**config.mk**
```make
export PLATFORM = sky130hd
export DESIGN_NAME = hazard_ctrl_unit_flat
export DESIGN_NICKNAME = d
export VERILOG_FILES = /design/src/rtl/hazard_ctrl_unit_if.sv /design/src/rtl/hazard_ctrl_unit.sv /design/src/flat_wrapper.sv
export SDC_FILE = /design/constraint.sdc
export NUM_CORES = 1
export LEC_CHECK = 0
export BUFFER_PORTS_ARGS = -buffer_cell sky130_fd_sc_hd__buf_2
export CAP_MARGIN = 30
export CORE_MARGIN = 3
export CORE_UTILIZATION = 41
export CTS_CLUSTER_SIZE = 28
export DETAILED_ROUTE_END_ITERATION = 10
export HOLD_SLACK_MARGIN = 0.06
export PLACE_DENSITY_LB_ADDON = 0.08
export SETUP_SLACK_MARGIN = 0.1
export SLEW_MARGIN = 20
export SYNTH_ARGS = -nofsm -noshare
export SYNTH_HDL_FRONTEND = slang
export SYNTH_SLANG_ARGS = --single-unit
```
**constraint.sdc**
```tcl
create_clock -name clk_i -period 2 [get_ports clk_i]
set_input_delay 0.1 -clock clk_i [delete_from_list [all_inputs] [get_ports clk_i]]
set_output_delay 0.1 -clock clk_i [all_outputs]
set_load 0.1 [all_outputs]
```
**src/rtl/hazard_ctrl_unit_if.sv**
```systemverilog
// Hazard controller bus: pipeline status into the controller, stall/flush
// enables and the stall performance counter back out to the pipeline.
interface hazard_ctrl_unit_if #(
  parameter int REG_W = 5,
  parameter int CNT_W = 16
);
  logic [31:0]      instr_i;
  logic             idex_memread_i;
  logic [REG_W-1:0] idex_regt_i;
  logic             idex_multi_i;
  logic             branch_i;
  logic             perf_clr_i;
  logic             pcwrite_o;
  logic             ifid_write_o;
  logic             idex_write_o;
  logic             ifid_flush_o;
  logic             idex_flush_o;
  logic             exmem_flush_o;
  logic             busy_o;
  logic [CNT_W-1:0] stall_cnt_o;

  modport master (
    output instr_i, idex_memread_i, idex_regt_i, idex_multi_i, branch_i, perf_clr_i,
    input  pcwrite_o, ifid_write_o, idex_write_o, ifid_flush_o, idex_flush_o,
           exmem_flush_o, busy_o, stall_cnt_o
  );

  modport slave (
    input  instr_i, idex_memread_i, idex_regt_i, idex_multi_i, branch_i, perf_clr_i,
    output pcwrite_o, ifid_write_o, idex_write_o, ifid_flush_o, idex_flush_o,
           exmem_flush_o, busy_o, stall_cnt_o
  );
endinterface

```
**src/rtl/hazard_ctrl_unit.sv**
```systemverilog
// Pipeline hazard controller: load-use stalls with optional slow-memory wait,
// multi-cycle EX holds, branch flushes and a saturating stall counter.
module hazard_ctrl_unit #(
  parameter int REG_W        = 5,
  parameter int LOAD_EXTRA   = 0,
  parameter int MULTI_LAT    = 4,
  parameter int BRANCH_IN_EX = 0,
  parameter int CNT_W        = 16
) (
  input  logic               clk_i,
  input  logic               rst_i,
  hazard_ctrl_unit_if.slave  bus
);

  localparam int CW = ($clog2(MULTI_LAT) > 4) ? $clog2(MULTI_LAT) : 4;
  localparam logic [CW-1:0] MULTI_LOAD = CW'(MULTI_LAT - 2);
  localparam logic [CW-1:0] LOAD_LOAD  = CW'((LOAD_EXTRA > 0) ? LOAD_EXTRA - 1 : 0);

  typedef enum logic [1:0] {S_RUN, S_LOAD_WAIT, S_MULTI} state_t;

  state_t           r_state, w_state_nxt;
  logic [CW-1:0]    r_cnt, w_cnt_nxt;
  logic [CNT_W-1:0] r_stall_cnt;

  logic [REG_W-1:0] w_rs, w_rt;
  logic             w_hit;
  logic             w_pcwrite, w_ifid_write, w_idex_write;
  logic             w_ifid_flush, w_idex_flush, w_exmem_flush;

  assign w_rs  = REG_W'(bus.instr_i[25:21]);
  assign w_rt  = REG_W'(bus.instr_i[20:16]);
  assign w_hit = bus.idex_memread_i && (bus.idex_regt_i != '0) &&
                 ((bus.idex_regt_i == w_rs) || (bus.idex_regt_i == w_rt));

  always_comb begin
    w_state_nxt   = r_state;
    w_cnt_nxt     = r_cnt;
    w_pcwrite     = 1'b1;
    w_ifid_write  = 1'b1;
    w_idex_write  = 1'b1;
    w_ifid_flush  = 1'b0;
    w_idex_flush  = 1'b0;
    w_exmem_flush = 1'b0;
    if (!rst_i) begin
      case (r_state)
        S_RUN: begin
          if (bus.idex_multi_i) begin
            w_pcwrite     = 1'b0;
            w_ifid_write  = 1'b0;
            w_idex_write  = 1'b0;
            w_exmem_flush = 1'b1;
            w_cnt_nxt     = MULTI_LOAD;
            w_state_nxt   = S_MULTI;
          end else if (w_hit) begin
            w_pcwrite    = 1'b0;
            w_ifid_write = 1'b0;
            w_idex_flush = 1'b1;
            if (LOAD_EXTRA > 0) begin
              w_cnt_nxt   = LOAD_LOAD;
              w_state_nxt = S_LOAD_WAIT;
            end
          end
        end
        S_LOAD_WAIT: begin
          w_pcwrite    = 1'b0;
          w_ifid_write = 1'b0;
          w_idex_flush = 1'b1;
          if (r_cnt == '0) w_state_nxt = S_RUN;
          else             w_cnt_nxt   = r_cnt - CW'(1);
        end
        S_MULTI: begin
          // cnt == 0 marks the cycle the op leaves EX, so nothing is held
          if (r_cnt != '0) begin
            w_pcwrite     = 1'b0;
            w_ifid_write  = 1'b0;
            w_idex_write  = 1'b0;
            w_exmem_flush = 1'b1;
            w_cnt_nxt     = r_cnt - CW'(1);
          end else begin
            w_state_nxt = S_RUN;
          end
        end
        default: w_state_nxt = S_RUN;
      endcase
      // A stalled IF/ID cannot take a branch; the branch unit re-presents it
      if (w_ifid_write && bus.branch_i) begin
        w_ifid_flush = 1'b1;
        if (BRANCH_IN_EX != 0) w_idex_flush = 1'b1;
      end
    end
  end

  always_ff @(posedge clk_i) begin
    if (rst_i) begin
      r_state <= S_RUN;
      r_cnt   <= '0;
    end else begin
      r_state <= w_state_nxt;
      r_cnt   <= w_cnt_nxt;
    end
  end

  always_ff @(posedge clk_i) begin
    if (rst_i || bus.perf_clr_i)               r_stall_cnt <= '0;
    else if (!w_pcwrite && r_stall_cnt != '1)  r_stall_cnt <= r_stall_cnt + CNT_W'(1);
  end

  assign bus.pcwrite_o     = w_pcwrite;
  assign bus.ifid_write_o  = w_ifid_write;
  assign bus.idex_write_o  = w_idex_write;
  assign bus.ifid_flush_o  = w_ifid_flush;
  assign bus.idex_flush_o  = w_idex_flush;
  assign bus.exmem_flush_o = w_exmem_flush;
  assign bus.busy_o        = (r_state != S_RUN) && !rst_i;
  assign bus.stall_cnt_o   = r_stall_cnt;

endmodule

```
**src/flat_wrapper.sv**
```systemverilog
// flat-port wrapper written by rule: the top's interface ports become plain ports
module hazard_ctrl_unit_flat 
#(
  parameter int REG_W        = 5,
  parameter int LOAD_EXTRA   = 0,
  parameter int MULTI_LAT    = 4,
  parameter int BRANCH_IN_EX = 0,
  parameter int CNT_W        = 16
)
  (clk_i, rst_i, bus_instr_i, bus_idex_memread_i, bus_idex_regt_i, bus_idex_multi_i, bus_branch_i, bus_perf_clr_i, bus_pcwrite_o, bus_ifid_write_o, bus_idex_write_o, bus_ifid_flush_o, bus_idex_flush_o, bus_exmem_flush_o, bus_busy_o, bus_stall_cnt_o);
  hazard_ctrl_unit_if #(.REG_W(REG_W), .CNT_W(CNT_W)) bus_i ();
  input  logic clk_i;
  input  logic rst_i;
  input wire logic [$bits(bus_i.instr_i)-1:0] bus_instr_i;
  input wire logic [$bits(bus_i.idex_memread_i)-1:0] bus_idex_memread_i;
  input wire logic [$bits(bus_i.idex_regt_i)-1:0] bus_idex_regt_i;
  input wire logic [$bits(bus_i.idex_multi_i)-1:0] bus_idex_multi_i;
  input wire logic [$bits(bus_i.branch_i)-1:0] bus_branch_i;
  input wire logic [$bits(bus_i.perf_clr_i)-1:0] bus_perf_clr_i;
  output wire logic [$bits(bus_i.pcwrite_o)-1:0] bus_pcwrite_o;
  output wire logic [$bits(bus_i.ifid_write_o)-1:0] bus_ifid_write_o;
  output wire logic [$bits(bus_i.idex_write_o)-1:0] bus_idex_write_o;
  output wire logic [$bits(bus_i.ifid_flush_o)-1:0] bus_ifid_flush_o;
  output wire logic [$bits(bus_i.idex_flush_o)-1:0] bus_idex_flush_o;
  output wire logic [$bits(bus_i.exmem_flush_o)-1:0] bus_exmem_flush_o;
  output wire logic [$bits(bus_i.busy_o)-1:0] bus_busy_o;
  output wire logic [$bits(bus_i.stall_cnt_o)-1:0] bus_stall_cnt_o;
  assign bus_i.instr_i = bus_instr_i;
  assign bus_i.idex_memread_i = bus_idex_memread_i;
  assign bus_i.idex_regt_i = bus_idex_regt_i;
  assign bus_i.idex_multi_i = bus_idex_multi_i;
  assign bus_i.branch_i = bus_branch_i;
  assign bus_i.perf_clr_i = bus_perf_clr_i;
  assign bus_pcwrite_o = bus_i.pcwrite_o;
  assign bus_ifid_write_o = bus_i.ifid_write_o;
  assign bus_idex_write_o = bus_i.idex_write_o;
  assign bus_ifid_flush_o = bus_i.ifid_flush_o;
  assign bus_idex_flush_o = bus_i.idex_flush_o;
  assign bus_exmem_flush_o = bus_i.exmem_flush_o;
  assign bus_busy_o = bus_i.busy_o;
  assign bus_stall_cnt_o = bus_i.stall_cnt_o;
  hazard_ctrl_unit #(.REG_W(REG_W), .LOAD_EXTRA(LOAD_EXTRA), .MULTI_LAT(MULTI_LAT), .BRANCH_IN_EX(BRANCH_IN_EX), .CNT_W(CNT_W)) u_core (.clk_i(clk_i), .rst_i(rst_i), .bus(bus_i));
endmodule
```
Word-level counts from Yosys, hierarchy flattened:

Cells that the tools add are included.

* register bits after elaboration: 22
* bits of input ports: 43
* output and inout port bits: 23
* word-level logic and storage cells: 60

* $add $sub $neg: 2
* equal/unequal tests: 10
* muxes and demuxes: 28
* reductions and logical operators: 17

Operators by type and width (number)
* $add A16 B1 Y16 const B: 1
* $mux W1: 16
* $ne A16 B16 Y1 const B: 1
* $mux W4: 3
* $pmux W4 S3: 1
* $eq A5 B5 Y1: 2
* $mux W2: 3
* $ne A2 B2 Y1 const B: 3
* $pmux W1 S2: 3
* $pmux W2 S3: 1
* $logic_and A1 B1 Y1: 5
* $reduce_bool A5 Y1: 1
* $logic_not A4 Y1: 1
* $ne A2 B1 Y1 const B: 2
* $reduce_and A4 Y1: 1
* $reduce_bool A4 Y1: 1
* $sub A4 B1 Y4 const B: 1
* $pmux W1 S3: 1
* $reduce_and A3 Y1: 1
* $reduce_bool A3 Y1: 1
* $eq A2 B1 Y1 const B: 1
* $eq A2 B2 Y1 const B: 1
* $logic_not A1 Y1: 2
* $logic_not A2 Y1: 1
* other kinds (2): 3

Logic depth before layout (Yosys ltp):

* depth in word-level cells: 10
* depth in mapped cells: 9

Worst setup path after synthesis:

OpenSTA, ideal clock, no wires.

* path type: register -> output
* start: register u_core.r_state[1]
* end: output bus_exmem_flush_o
* arrival time: 4004 ps
* required time: 1900 ps
* slack: -2104 ps
* cell stages (with the launch flop): 4
* path through: dfxtp_1 -> clkbuf_1 -> o21ai_0 -> inv_1

* word-level cells in the longest chain between the ends: 3
* elaborated cells on any way between the ends: 4

RTL lines
* from (decl): RTL line hazard_ctrl_unit.sv:21 `state_t r_state, w_state_nxt;`
* from (signal assigned): RTL line hazard_ctrl_unit.sv:98 `r_state <= w_state_nxt;`
* $eq A2 B2 Y1 or $logic_not A2 Y1 (tied branches): RTL line hazard_ctrl_unit.sv:45 `case (r_state)`
* $pmux W1 S2 (*): RTL line hazard_ctrl_unit.sv:45
* $mux W1 (*): RTL line hazard_ctrl_unit.sv:44 `if (!rst_i) begin`
* to (decl): RTL line flat_wrapper.sv:25 `output wire logic [$bits(bus_i.exmem_flush_o)-1:0] bus_exmem_flush_o;`

Mark *: on every way between the ends. The rest lies on a longest branch, timed or not.

Final worst setup path:

* start: register u_core.r_stall_cnt[4], in the netlist u_core.bus.stall_cnt_o[4]
* end: register u_core.r_stall_cnt[11], in the netlist u_core.bus.stall_cnt_o[11]

* word-level cells in the longest chain between the ends: 2
* elaborated cells on any way between the ends: 3

RTL lines
* from (decl): RTL line hazard_ctrl_unit.sv:23 `logic [CNT_W-1:0] r_stall_cnt;`
* from (signal assigned): RTL line hazard_ctrl_unit.sv:105 `else if (!w_pcwrite && r_stall_cnt != '1) r_stall_cnt <= r_stall_cnt + CNT_W'(1);`
* branches (longest 2 deep; another with $add A16 B1 Y16)

Several ways; the timed one is not identified.
A chain may end at the register's enable or synchronous reset.

==> metrics.md <==
| Metric | Value |
|---|---|
| Cell area after layout | `1990 um2` |
| Top_reg_cell synth | `dfxtp_1` |
| Total gr overflow | `0` |
| Combinational family with the most area after synthesis | `simple AND/OR/NAND/NOR gates` |
| Syn Inst Count | `162` |
| Top cells by instance count after synthesis | `21 x dfxtp_1, 17 x a21oi_1, 12 x nand3_1` |
| Post-synth top area cell | `dfxtp_1` |
| GRT Overall Usage | `18.1%` |
| Drc violations | `0` |
| Endpoints failing setup | `0` |
| Rel. slew slack | `67.6%` |
| Nets | `264` |
| Hold Fails Final Rpt | `0` |
| Synth top area share | `31.4%` |
| Clock Path Buffers | `2` |
| GPL Wtd Cong | `0.881` |
| Mux cell area share after synthesis | `2.24%` |
| Worst-Margin Slew | `0.489 ns` |
| Cts bufs inserted | `3` |
| Distinct cells, synth | `39` |
| Worst Path Arrival | `2.11 ns` |
| Max incr delay on CP | `0.41 ns` |
| Final Max Slew Viols | `0` |
| Hold buffers post-CTS | `0` |
| TritonCTS clock tree | `built` |
| Delay-heaviest family, CP | `simple AND/OR/NAND/NOR gates` |
| VDD IR max | `0.332 mV` |
| Critical path required time | `2.24 ns` |
| End of the worst register-to-register path | `u_core.bus.stall_cnt_o[11]$_SDFFE_PP0P_` |
| CTS Sinks | `21` |
| Clock latency of the later-clocked register in the worst-skew pair | `0.30 ns` |
| Number of synthesized flops with an enable pin | `0` |
| Initial drt markers | `69` |
| Largest net degree at the start of global routing | `28` |
| Combinational Power Share | `39.1%` |
| Count leader, synth | `dfxtp_1` |
| Leakage power | `0.760 nW` |
| Beginning of the critical path | `u_core.bus.stall_cnt_o[4]$_SDFFE_PP0P_` |
| Reg2reg setup slack | `0.13 ns` |
| Area Overhead vs Synth | `48.6%` |
| Clk root buf | `clkbuf_4` |
| Max-cap viol count | `0` |
| WL/cell | `13.9 um` |
| Post-layout min period | `1.87 ns` |
| Core Area | `3080 um2` |
| Seq pwr share | `41.0%` |
| Period Utilization, post-route | `93.5%` |
| Layout cells sized above 1 | `49.8%` |
| Cell area after synthesis | `1340 um2` |
| Flip-flop and latch count after synthesis | `21` |
| Internal | `0.649 mW` |
| Post-synthesis net count | `208` |
| Synth warn | `0` |
| Number of global-route vias before repair | `1,329` |
| Avg Inst Size Synth | `8.26 um2` |
| ANT cells | `0` |
| Synth Area in Compound Gates | `17.4%` |
| Boundary Pins | `66` |
| Switch Pwr | `0.397 mW` |
| Status | `completed` |
| FILL cells | `257` |
| HP Class | `in -> reg` |
| CP endpoint kind | `flop` |
| Sw Ratio | `37.9%` |
| H-tree depth | `1` |
| Worst R2R Start | `u_core.bus.stall_cnt_o[4]$_SDFFE_PP0P_` |
| Critical Path Stages | `7` |
| Synth top area cells | `dfxtp_1 31%, xor2_1 7.2%, a21oi_1 6.4%` |
| Crit path max-delay cell type | `or3_4` |
| Crit path buf inv count | `1` |
| Post-Synth Simple-Gate Area | `33.7%` |
| Crit-path max FO | `4` |
| Final hold slack | `0.0899 ns` |
| Cells along the critical path | `nand4_1, buf_4, nand2b_4, nor3b_4, nand3_1, or3_4, a21oi_2` |
| Hpwl dp | `2.62 mm` |
| Via-per-instance ratio | `5.49` |
| Die ar. | `3990 um2` |
| Placement Cell Area | `1810 um2` |
| Post-route antenna net violation count | `0` |
| CTS clk-pin slew, worst paths | `0.12 ns` |
| Final core utilization | `64.6%` |
| WL final | `3.62 mm` |
| Xor and xnor area share after synthesis | `7.20%` |
| Crit path launch type | `flop` |
| DR vias | `1,432` |
| Crit Path Category | `reg -> reg` |
| First-pass GRT wire length | `5.95 mm` |
| Antenna violations before repair | `0` |
| Pwr Density | `526 nW/um2` |
| DRT Pass-1 Iters | `4` |
| RSZ-0062 raised after global routing | `true` |
| Adder-cell share of the synthesized area | `2.80%` |
| R2r worst-path depth | `7` |
| Die width | `63.1 um` |
| Seq/Total Area, Yosys | `31.4%` |
| Rows | `20` |
| Worst setup path endpoint | `u_core.bus.stall_cnt_o[11]$_SDFFE_PP0P_` |
| Die height | `63.1 um` |
| Initial core utilization | `43.5%` |
| Layout Skew | `0.00316 ns` |
| Clock power share | `19.9%` |
| FFs w/ async S/R, synth | `0%` |
| IO buf count | `43` |
| Max Freq | `535 MHz` |
-- per-layer routing --
metal	global-route usage, %	routed length, um	vias up
met3	3.57	180	2
met4	4.13	24	0
met5	0	0	-
li1	-	-	709
met2	34.0	1940	41
met1	20.8	1470	680
-- worst reg2reg max path, cell delays in order (launching register included) --
cell	delay, ns
dfxtp_4	0.38
nand4_1	0.16
buf_4	0.19
nand2b_4	0.15
nor3b_4	0.28
nand3_1	0.14
or3_4	0.41
a21oi_2	0.11
-- cells by family after synthesis --
| family | count (synthesis) |
|---|---|
| flip-flops | 21 |
| buffers and inverters | 13 |
| multiplexers | 3 |
| AND/OR/NAND/NOR | 73 |
| adder cells (fa/ha/maj) | 3 |
| XOR/XNOR | 11 |
| AO/OA/AOI/OAI | 38 |
-- power groups by stage --
stage	Sequential, mW	Combinational (mW)	Clock, mW
after global routing	0.431	0.437	0.234
after CTS	0.428	0.388	0.214
after detailed placement	0.436	0.372	0
after global placement	0.435	0.361	0
final	0.429	0.409	0.208
after floorplan	0.442	0.259	0
-- placed cells by master, fill, tap and decap left out, drive strengths merged --
cell type	synthesis	routed
nor3	4	4
o31ai	6	6
o21ai	10	10
nand4bb	1	1
nor3b	4	4
xor2	11	11
a21oi	17	17
and4	1	1
dfxtp	21	21
nor4b	1	1
or4	7	7
nor2	11	11
nand4	4	4
clkbuf	3	5
or2	2	2
mux2i	3	3
o31a	1	1
nand2b	4	4
ha	3	3
and3	3	3
nand2	6	6
buf	5	58
a22oi	1	1
nor2b	1	1
nor4	4	4
a311oi	1	1
o21a	2	2
nand3	12	12
clkinvlp	0	1
inv	5	4
or3	7	7
nor4bb	1	1
-- cell type report --
cell class,instances,area (um2),area share (%)
sequential,21,480,24.2
clock buffer,4,26.3,1.32
inverter,5,25.0,1.26
timing repair buffer,59,420,21.1
tap,44,55.1,2.77
multi-input combinational,128,982,49.4
-- timing repair --
| item | 4_1_cts | 5_1_grt |
|---|---|---|
| setup buffers | 1 | 8 |
| pin swaps | 1 | 6 |
| resized for setup | 9 | 14 |
| setup endpoints to repair | 15 | 20 |
-- through the flow --
stage	setup WS [ns]	instances	total power, mW	TNS, ns
final	0.130	261	1.05	0
after global routing	0.00562	261	1.10	0
after CTS	0.101	253	1.03	0
after detailed placement	0.0519	248	0.808	0
after global placement	0.113	248	0.796	0
after floorplan	-0.120	162	0.701	-0.120
-- state kept, by name, indices dropped and copies added, names as in the netlist --
signal,count
u_core.r_cnt,4
u_core.r_state,1
u_core.bus.stall_cnt_o,16
-- worst min-delay path by stage --
stage	start	end	slack, ns	cells past startpoint
after CTS	bus_perf_clr_i	u_core.bus.stall_cnt_o[6]$_SDFFE_PP0P_	0.08	3
after floorplan	bus_perf_clr_i	u_core.bus.stall_cnt_o[10]$_SDFFE_PP0P_	0.27	2
after global routing	bus_perf_clr_i	u_core.bus.stall_cnt_o[5]$_SDFFE_PP0P_	0.09	3
final	bus_perf_clr_i	u_core.bus.stall_cnt_o[6]$_SDFFE_PP0P_	0.09	3
after detailed placement	bus_perf_clr_i	u_core.bus.stall_cnt_o[6]$_SDFFE_PP0P_	0.42	3
after global placement	bus_perf_clr_i	u_core.bus.stall_cnt_o[5]$_SDFFE_PP0P_	0.39	3
(Power assumes the default switching activity.)
